<file path="config.mk">
export PLATFORM = sky130hd
export DESIGN_NAME = rr_arb_flat
export DESIGN_NICKNAME = d
export VERILOG_FILES = /design/src/rtl/rr_arb_pkg.sv /design/src/rtl/rr_arb_if.sv /design/src/rtl/rr_arb_pri.sv /design/src/rtl/rr_arb.sv /design/src/flat_wrapper.sv
export SDC_FILE = /design/constraint.sdc
export NUM_CORES = 1
export LEC_CHECK = 0
export CORE_MARGIN = 4
export CORE_UTILIZATION = 45
export CTS_BUF_LIST = sky130_fd_sc_hd__clkbuf_2
export CTS_CLUSTER_DIAMETER = 120
export DETAILED_ROUTE_END_ITERATION = 8
export PLACE_DENSITY_LB_ADDON = 0.05
export SYNTH_ARGS = -nofsm -noshare
export SYNTH_HDL_FRONTEND = slang
export SYNTH_SLANG_ARGS = --single-unit
</file>
<file path="constraint.sdc">
create_clock -name clk -period 3.4 [get_ports clk]
set_input_delay 0.85 -clock clk [delete_from_list [all_inputs] [get_ports clk]]
set_output_delay 0.85 -clock clk [all_outputs]
set_load 0.05 [all_outputs]
</file>
<file path="src/rtl/rr_arb_pkg.sv">
// rr_arb_pkg
//   Shared definitions for the round-robin arbiter:
//     - arb_state_t : arbiter FSM states (IDLE, GNT)
//     - MAX_W       : widest requester vector the index encoder handles
//     - onehot_to_idx(): converts a one-hot vector to its bit index
package rr_arb_pkg;

    localparam int MAX_W = 32;

    typedef enum logic {
        IDLE = 1'b0,
        GNT  = 1'b1
    } arb_state_t;

    // OR-ing the index of every set bit gives the exact index for a
    // one-hot input and 0 for an all-zero input, with no priority chain.
    function automatic int unsigned onehot_to_idx(input logic [MAX_W-1:0] oh);
        int unsigned idx;
        idx = 0;
        for (int i = 0; i < MAX_W; i++) begin
            if (oh[i]) begin
                idx = idx | unsigned'(i);
            end
        end
        return idx;
    endfunction

endpackage

</file>
<file path="src/rtl/rr_arb_if.sv">
// rr_arb_if
//   Request/grant handshake between the requester side and the arbiter.
//   Signals:
//     i_req     [W]     per-requester request level
//     i_ack             resource accepts the current grant
//     i_lock            (only with RR_ARB_LOCK_EN) keep grant after ack
//     o_gnt_vld         a grant is outstanding
//     o_gnt     [W]     one-hot grant
//     o_gnt_idx [IDX_W] encoded grant index
//   Modports: master (requester/resource side), slave (arbiter side).
//   Optional feature macro: RR_ARB_LOCK_EN.
interface rr_arb_if #(
    parameter int W = 4
);
    localparam int IDX_W = $clog2(W);

    logic [W-1:0]     i_req;
    logic             i_ack;
    logic             o_gnt_vld;
    logic [W-1:0]     o_gnt;
    logic [IDX_W-1:0] o_gnt_idx;

`ifdef RR_ARB_LOCK_EN
    logic             i_lock;

    modport master (
        output i_req, i_ack, i_lock,
        input  o_gnt_vld, o_gnt, o_gnt_idx
    );

    modport slave (
        input  i_req, i_ack, i_lock,
        output o_gnt_vld, o_gnt, o_gnt_idx
    );
`else
    modport master (
        output i_req, i_ack,
        input  o_gnt_vld, o_gnt, o_gnt_idx
    );

    modport slave (
        input  i_req, i_ack,
        output o_gnt_vld, o_gnt, o_gnt_idx
    );
`endif

endinterface

</file>
<file path="src/rtl/rr_arb_pri.sv">
// rr_arb_pri
//   Fixed-priority one-hot selector: the lowest-index set bit of i_req
//   wins. Output is one-hot, or zero when no bit is set.
//   Ports:
//     i_req [W]  candidate requests
//     o_sel [W]  one-hot selection
module rr_arb_pri #(
    parameter int W = 4
) (
    input  logic [W-1:0] i_req,
    output logic [W-1:0] o_sel
);

    // x & -x isolates the lowest set bit.
    assign o_sel = i_req & (~i_req + W'(1));

endmodule

</file>
<file path="src/rtl/rr_arb.sv">
// rr_arb
//   Registered round-robin arbiter sharing one resource among W
//   requesters. A grant is held until acknowledged; on ack the winner
//   becomes lowest priority and a new winner is chosen in the same cycle,
//   giving one grant per cycle under continuous acks.
//   Ports:
//     clk     clock, rising edge
//     arst_n  asynchronous active-low reset
//     bus     rr_arb_if.slave handshake (i_req, i_ack, [i_lock],
//             o_gnt_vld, o_gnt, o_gnt_idx)
//   Optional feature macro: RR_ARB_LOCK_EN (ack with i_lock=1 keeps the
//   current grant without rotating priority).
module rr_arb
    import rr_arb_pkg::*;
#(
    parameter int W = 4
) (
    input  logic     clk,
    input  logic     arst_n,
    rr_arb_if.slave  bus
);

    localparam int IDX_W = $clog2(W);

    arb_state_t       state_q, state_d;
    logic [IDX_W-1:0] ptr_q, ptr_d;
    logic [W-1:0]     gnt_q, gnt_d;
    logic             vld_q, vld_d;
    logic [IDX_W-1:0] idx_q, idx_d;

    logic [IDX_W-1:0] arb_ptr;
    logic [W-1:0]     arb_req;
    logic [W-1:0]     mask;
    logic [W-1:0]     sel_masked;
    logic [W-1:0]     sel_unmasked;
    logic [W-1:0]     sel;
    logic [IDX_W-1:0] sel_idx;
    logic             rotate_ack;

    // An ack in GNT re-arbitrates as if ptr had already moved to the
    // winner and the winner's request were gone, so both are substituted
    // here rather than waiting a cycle for the registers to update.
    always_comb begin
        arb_ptr = ptr_q;
        arb_req = bus.i_req;
        if (state_q == GNT) begin
            arb_ptr = idx_q;
            arb_req = bus.i_req & ~gnt_q;
        end
        mask = '0;
        for (int i = 0; i < W; i++) begin
            mask[i] = (i > int'(arb_ptr));
        end
    end

    rr_arb_pri #(.W(W)) u_pri_masked (
        .i_req (arb_req & mask),
        .o_sel (sel_masked)
    );

    rr_arb_pri #(.W(W)) u_pri_unmasked (
        .i_req (arb_req),
        .o_sel (sel_unmasked)
    );

    // Requesters above the pointer win first; when none remain (including
    // the ptr=W-1 case where the mask is empty) fall back to the plain
    // lowest-index winner.
    assign sel     = (|sel_masked) ? sel_masked : sel_unmasked;
    assign sel_idx = IDX_W'(onehot_to_idx(MAX_W'(sel)));

`ifdef RR_ARB_LOCK_EN
    assign rotate_ack = bus.i_ack && !bus.i_lock;
`else
    assign rotate_ack = bus.i_ack;
`endif

    // Next-state logic: everything holds unless an arbitration point
    // (request in IDLE, or a rotating ack in GNT) is reached.
    always_comb begin
        state_d = state_q;
        ptr_d   = ptr_q;
        gnt_d   = gnt_q;
        vld_d   = vld_q;
        idx_d   = idx_q;
        unique case (state_q)
            IDLE: begin
                if (|bus.i_req) begin
                    gnt_d   = sel;
                    vld_d   = 1'b1;
                    idx_d   = sel_idx;
                    state_d = GNT;
                end
            end
            GNT: begin
                if (rotate_ack) begin
                    ptr_d = idx_q;
                    if (|sel) begin
                        gnt_d = sel;
                        idx_d = sel_idx;
                    end else begin
                        gnt_d   = '0;
                        vld_d   = 1'b0;
                        idx_d   = '0;
                        state_d = IDLE;
                    end
                end
            end
            default: begin
                state_d = IDLE;
            end
        endcase
    end

    // State and output registers; reset clears an outstanding grant
    // immediately and restores requester 0 as highest priority.
    always_ff @(posedge clk or negedge arst_n) begin
        if (!arst_n) begin
            state_q <= IDLE;
            ptr_q   <= IDX_W'(W - 1);
            gnt_q   <= '0;
            vld_q   <= 1'b0;
            idx_q   <= '0;
        end else begin
            state_q <= state_d;
            ptr_q   <= ptr_d;
            gnt_q   <= gnt_d;
            vld_q   <= vld_d;
            idx_q   <= idx_d;
        end
    end

    assign bus.o_gnt     = gnt_q;
    assign bus.o_gnt_vld = vld_q;
    assign bus.o_gnt_idx = idx_q;

    // Protocol expectations on the requester side and output invariants.
    a_gnt_onehot : assert property (@(posedge clk) disable iff (!arst_n)
        $onehot0(gnt_q));

    a_vld_matches : assert property (@(posedge clk) disable iff (!arst_n)
        vld_q == (|gnt_q));

    a_ack_only_granted : assert property (@(posedge clk) disable iff (!arst_n)
        bus.i_ack |-> vld_q);

    a_req_held : assert property (@(posedge clk) disable iff (!arst_n)
        (vld_q && !bus.i_ack) |-> ((bus.i_req & gnt_q) == gnt_q));

    a_gnt_stable : assert property (@(posedge clk) disable iff (!arst_n)
        (vld_q && !bus.i_ack) |=> $stable(gnt_q));

endmodule
</file>
<file path="src/flat_wrapper.sv">
// flat-port wrapper written by rule: the top's interface ports become plain ports
module rr_arb_flat import rr_arb_pkg::*;
#(
    parameter int W = 4
)
  (clk, arst_n, bus_i_req, bus_i_ack, bus_o_gnt_vld, bus_o_gnt, bus_o_gnt_idx);
  rr_arb_if #(.W(W)) bus_i ();
  input  logic clk;
  input  logic arst_n;
  input wire logic [$bits(bus_i.i_req)-1:0] bus_i_req;
  input wire logic [$bits(bus_i.i_ack)-1:0] bus_i_ack;
  output wire logic [$bits(bus_i.o_gnt_vld)-1:0] bus_o_gnt_vld;
  output wire logic [$bits(bus_i.o_gnt)-1:0] bus_o_gnt;
  output wire logic [$bits(bus_i.o_gnt_idx)-1:0] bus_o_gnt_idx;
  assign bus_i.i_req = bus_i_req;
  assign bus_i.i_ack = bus_i_ack;
  assign bus_o_gnt_vld = bus_i.o_gnt_vld;
  assign bus_o_gnt = bus_i.o_gnt;
  assign bus_o_gnt_idx = bus_i.o_gnt_idx;
  rr_arb #(.W(W)) u_core (.clk(clk), .arst_n(arst_n), .bus(bus_i));
endmodule
</file>
## After elaboration in Yosys (flattened, before gate mapping)

Cells that the tools add are included.

- Flip-flop bits (word level): 10
- Bits of input ports: 7
- Output and inout bits: 7
- Logic and storage cells: 49

- Add/sub/neg operators: 2
- Magnitude comparators: 3
- Equal/unequal tests: 3
- Muxes and demuxes: 22
- Bitwise gates (word level): 8
- Reduce and logical (&&, ||, !) cells: 6

Operators with widths:

| kind | number |
|---|---|
| 2-to-1 mux 4 bit | 5 |
| AND 4 bit | 4 |
| 2-to-1 mux 2 bit | 6 |
| inverter 4 bit | 3 |
| OR reduction 4 bit | 3 |
| adder 4 x 1 -> 4 bit, second input constant | 2 |
| one-hot mux 4 bit (2 select lines) | 1 |
| 2-to-1 mux 1 bit | 7 |
| greater-than comparator 2 bit, first input constant | 2 |
| inequality test 2 bit, second input constant | 2 |
| one-hot mux 1 bit (2 select lines) | 2 |
| one-hot mux 2 bit (2 select lines) | 1 |
| AND reduction 2 bit | 2 |
| AND reduction 3 bit | 1 |
| greater-than comparator 1 x 2 -> 1 bit, first input constant | 1 |
| inequality test 2 x 1 -> 1 bit, second input constant | 1 |
| inverter 1 bit | 1 |

## Longest topological paths before layout

- Word-level depth: 15
- Depth in mapped cells: 7
- Gate-level depth less buffers: 5

## Cells and area by module

Synthesis repeated with hierarchy kept, for this count alone.

- Cell total of the unflattened synthesis: 64
- Area, all modules: 654.4 sq um

Modules (own cells, without submodules):

| module | instances | cells an instance | area an instance (sq um) | sequential area each (sq um) |
|---|---|---|---|---|
| rr_arb | 1 | 56 | 581.8 | 252.7 |
| rr_arb_pri | 2 | 4 | 36.3 | 0.0 |

## Worst setup path before layout

Ideal clock, no wire load.

- Path type: in2reg
- Start: input bus_i_req[0]
- End: register u_core.vld_q, in the netlist u_core.bus.o_gnt_vld
- Setup time: 0.088 ns
- Arrival time: 2.052 ns
- Data required time: 3.312 ns
- Path slack: 1.260 ns
- Stages on the path: 5
- Path buffers: 0
- Cells stage by stage: a21boi_1 -> o211a_1 -> or4_4 -> and2_4 -> a41oi_1

- Longest elaborated chain between the ends: 11
- Elaborated cells between the ends (all ways): 16
- Classes of those cells: 2 x add/sub; 2 x eq/ne; 2 x mux; 6 x bitwise; 4 x reduce/logical

Ends and longest elaborated chain:

| element | RTL line | source |
|---|---|---|
| start, declared | flat_wrapper.sv:10 | `input wire logic [$bits(bus_i.i_req)-1:0] bus_i_req;` |
| AND 4 bit | rr_arb.sv:48 | `arb_req = bus.i_req & ~gnt_q;` |
| 2-to-1 mux 4 bit | rr_arb.sv:46 | `if (state_q == GNT) begin` |
| AND 4 bit | rr_arb.sv:57 | `.i_req (arb_req & mask),` |
| inverter 4 bit | rr_arb_pri.sv:15 | `assign o_sel = i_req & (~i_req + W'(1));` |
| adder 4 x 1 -> 4 bit | rr_arb_pri.sv:15 |  |
| AND 4 bit | rr_arb_pri.sv:15 |  |
| OR reduction 4 bit | rr_arb.sv:69 | `assign sel = (\|sel_masked) ? sel_masked : sel_unmasked;` |
| 2-to-1 mux 4 bit | rr_arb.sv:69 |  |
| OR reduction 4 bit | rr_arb.sv:98 | `if (\|sel) begin` |
| inequality test 2 bit (no source line) | -- |  |
| AND reduction 3 bit (no source line) (*) | -- |  |
| end signal, assigned | rr_arb.sv:128 | `vld_q <= vld_d;` |
| end, declared | rr_arb.sv:28 | `logic vld_q, vld_d;` |

Every way passes the cells marked *; elsewhere a longest branch is shown, timed or not.
A chain may end at the register's enable or synchronous reset.

## Final worst setup path

- Start: input bus_i_req[1]
- End: register u_core.idx_q[0], in the netlist u_core.bus.o_gnt_idx[0]

- Longest elaborated chain between the ends: 14
- Elaborated cells between the ends (all ways): 22
- Classes of those cells: 2 x add/sub; 1 x eq/ne; 9 x mux; 6 x bitwise; 4 x reduce/logical

Ends and longest elaborated chain:

| element | RTL line | source |
|---|---|---|
| AND 4 bit | rr_arb.sv:48 |  |
| 2-to-1 mux 4 bit | rr_arb.sv:46 |  |
| AND 4 bit | rr_arb.sv:57 |  |
| inverter 4 bit | rr_arb_pri.sv:15 |  |
| adder 4 x 1 -> 4 bit | rr_arb_pri.sv:15 |  |
| AND 4 bit | rr_arb_pri.sv:15 |  |
| OR reduction 4 bit | rr_arb.sv:69 |  |
| 2-to-1 mux 4 bit | rr_arb.sv:69 |  |
| 2-to-1 mux 1 bit | rr_arb_pkg.sv:21 | `if (oh[i]) begin` |
| 2-to-1 mux 2 bit (2 in a row) | rr_arb_pkg.sv:21 |  |
| 2-to-1 mux 2 bit | rr_arb.sv:98 |  |
| 2-to-1 mux 2 bit | rr_arb.sv:96 | `if (rotate_ack) begin` |
| one-hot mux 2 bit (2 select lines) | rr_arb.sv:86 | `unique case (state_q)` |
| end signal, assigned | rr_arb.sv:129 | `idx_q <= idx_d;` |
| end, declared | rr_arb.sv:29 | `logic [IDX_W-1:0] idx_q, idx_d;` |

Parallel ways exist; a longest one is shown, timed or not. The select of a mux whose other input is x is not followed.

==> results.json <==
{
  "status": "complete, no violations",
  "via_count": 579,
  "setup_ws_ps": 871,
  "final_nets": 91,
  "relSlewSlack_pct": 65.7,
  "ios": 14,
  "dp_slack_ps": 644,
  "globalplace.congestion": 0.856,
  "yosys.cell_types.count": 34,
  "first_iter_violations": 29,
  "root_buffer": "clkbuf_2",
  "num_rows": 13,
  "combPwrFrac_pct": 61.5,
  "antenna_found_initial": 0,
  "maxCapViolations": 0,
  "rsz0062_at_grt": "no",
  "vdd_ir_drop_max_uv": 529,
  "grt_max_degree": 17,
  "hpwl_um": 1070,
  "p_sw_share_pct": 49.8,
  "rrSetupSlack_ps": 1260,
  "io_buffers": 13,
  "layout_commonest_cell": "clkdlybuf4s50_1",
  "powerDensity_mw_per_mm2": 1090,
  "endpoint_kind": "register",
  "htree_levels": 1,
  "ys_seq_elements": 10,
  "path_max_fanout": 9,
  "hold_class": "register to register",
  "hold-path-cell-count": 2,
  "cts_tree": "built",
  "drive_gt1_share_pct": 15.7,
  "yosysSeqAreaShare_pct": 39.4,
  "first_pass_iters": 4,
  "reg2reg_to": "u_core.state_q",
  "postCtsResizedCells": 0,
  "slew_violations": 0,
  "routed_wl_um": 1480,
  "drc": 0,
  "grt_pass1_wl_um": 2330,
  "wire_per_inst_um": 15.1,
  "routed_via_density": 5.91,
  "critPathSlowestCell": "or4_1",
  "wl_met1_um": 725,
  "syn2layout_area_growth_pct": 22.6,
  "worst_pin_slew_ps": 504,
  "cts.sinks": 10,
  "post_cts_buffers": 0,
  "setup_viol": 0,
  "die_x_um": 45.8,
  "wl_met2_um": 633,
  "path_cells": "clkdlybuf4s50_1 -> or4_1 -> mux2i_2 -> inv_2 -> nor2_1 -> a31oi_1",
  "critical_path_required_ps": 3520,
  "power.internal_w": 0.000432,
  "n_antenna_cell": 0,
  "cts_buffer_depth": 2,
  "die_h_um": 45.8,
  "timing.fmax_mhz": 395,
  "mostFrequentLayoutCells": "clkdlybuf4s50_1 (13), nand2_1 (8), dfrtp_1 (8)",
  "dr_wl_met3_um": 96,
  "grt_pass1_vias": 520,
  "cp.arrival_ps": 2650,
  "hold_end": "u_core.bus.o_gnt[0]",
  "seqPwrFrac_pct": 30.7,
  "syn_nets": 75,
  "synthCells": 68,
  "ctsHoldBuffers": 0,
  "critical_path_class": "input pin to register",
  "net-switching-power_w": 0.000428,
  "cts_buffers": 3,
  "clk_pin_slew_worst_paths_ps": 110,
  "overflow": 0,
  "timing.final.hold_violations": 0,
  "routed.top_layer": "met4",
  "leakage_nw": 0.340,
  "period_share_pct": 74.4,
  "dieArea_mm2": 0.00209,
  "fin_skew_ps": 12.6,
  "start_util_pct": 48.7,
  "worst_setup_path_start_kind": "input pin",
  "insertion_delay_ps": 260,
  "reg2reg_from": "u_core.state_q",
  "clkPwrFrac_pct": 7.8,
  "synth_area_um2": 642,
  "min-delay-start": "u_core.bus.o_gnt[0]",
  "core_area_mm2": 0.00132,
  "fin_tns_setup_ps": 0,
  "synth_area_per_cell_um2": 9.44,
  "post-route-min-period_ps": 2530,
  "slowest_delay_ps": 620,
  "grt_usage_pct": 15.8,
  "ant_nets": 0,
  "worst_r2r_path_depth": 5,
  "ys_warn_count": 0
}
## cell families after synthesis
group / Yosys count / synth area share, %
simple gates: 25 / 21.2
compound gates: 23 / 24.6
flops: 10 / 39.4
mux: 5 / 9.55
buf+inv: 5 / 5.26
## sequential cells by signal, indices dropped and copies added, names as in the netlist
register and flops:
u_core.bus.o_gnt 4, u_core.bus.o_gnt_idx 2, u_core.bus.o_gnt_vld 1, u_core.ptr_q 2, u_core.state_q 1
## stage by stage
stage               instances  hold slack (ps)  utilization (%)  area (um2)  total power (W)
finish                     98              528             59.7         787         0.000861
global route               98              584             59.7         787         0.000912
CTS                        98              541             59.7         787         0.000860
detailed placement         94              516             58.3         768         0.000790
global placement           94              496             58.3         768         0.000790
floorplan                  68              554                -         642         0.000662
## worst max path at each step
stage | cells past startpoint | to | slack (ps) | startpoint
finish | 6 | u_core.bus.o_gnt_idx[0] | 870 | bus_i_req[1]
global route | 6 | u_core.bus.o_gnt_idx[0] | 770 | bus_i_req[1]
CTS | 6 | u_core.bus.o_gnt_idx[0] | 900 | bus_i_req[1]
detailed placement | 6 | u_core.bus.o_gnt_idx[0] | 640 | bus_i_req[1]
global placement | 6 | u_core.bus.o_gnt_idx[0] | 630 | bus_i_req[1]
floorplan | 5 | u_core.bus.o_gnt_vld | 1260 | bus_i_req[0]
## power by group through the flow
stage	sequential [W]	combinational [W]	clock [W]
finish	0.000264	0.000529	0.0000676
global placement	0.000266	0.000523	0
detailed placement	0.000266	0.000524	0
floorplan	0.000370	0.000292	0
CTS	0.000264	0.000527	0.0000691
global route	0.000274	0.000565	0.0000736
## critical path, delay by kind of cell
kind | cells | cell delay, ps
simple gates | 2 | 720
mux | 1 | 460
compound gates | 1 | 50
buf+inv | 2 | 570
## layout make-up
type	count	area [um2]
Tap cell	15	18.8
Timing Repair Buffer	13	130
Clock buffer	3	15.0
Inverter	3	11.3
Fill cell	118	531
Sequential cell	10	253
Clock inverter	1	3.75
Multi-Input combinational cell	53	355
## synthesized netlist by cell type, drive strengths merged
library cell  n  area share [%]
a21bo         1             1.6
a21boi        4             4.7
a21o          1             1.2
a21oi         3             2.3
a2bb2oi       1             1.4
a31oi         2             1.9
a41oi         2             2.7
and2          1             1.4
buf           2             3.5
dfrtp         8              31
dfstp         2             8.2
inv           3             1.8
mux2          3             5.8
mux2i         2             3.7
nand2         8             4.7
nand3         4             3.1
nand3b        1             1.2
nor2          3             1.8
nor2b         2             1.9
nor3          2             1.6
nor3b         1             1.2
nor4bb        1             1.6
o211a         1             1.6
o21a          1             1.2
o21ai         5             3.9
o22ai         1            0.98
o31ai         1             1.2
or4           2             2.9
## per-layer routing
metal	track usage, %	up-vias
met3	2.77	4
met1	22.0	266
met4	11.4	0
met2	21.7	23
li1	-	286
met5	0	-
(Power assumes the default switching activity.)
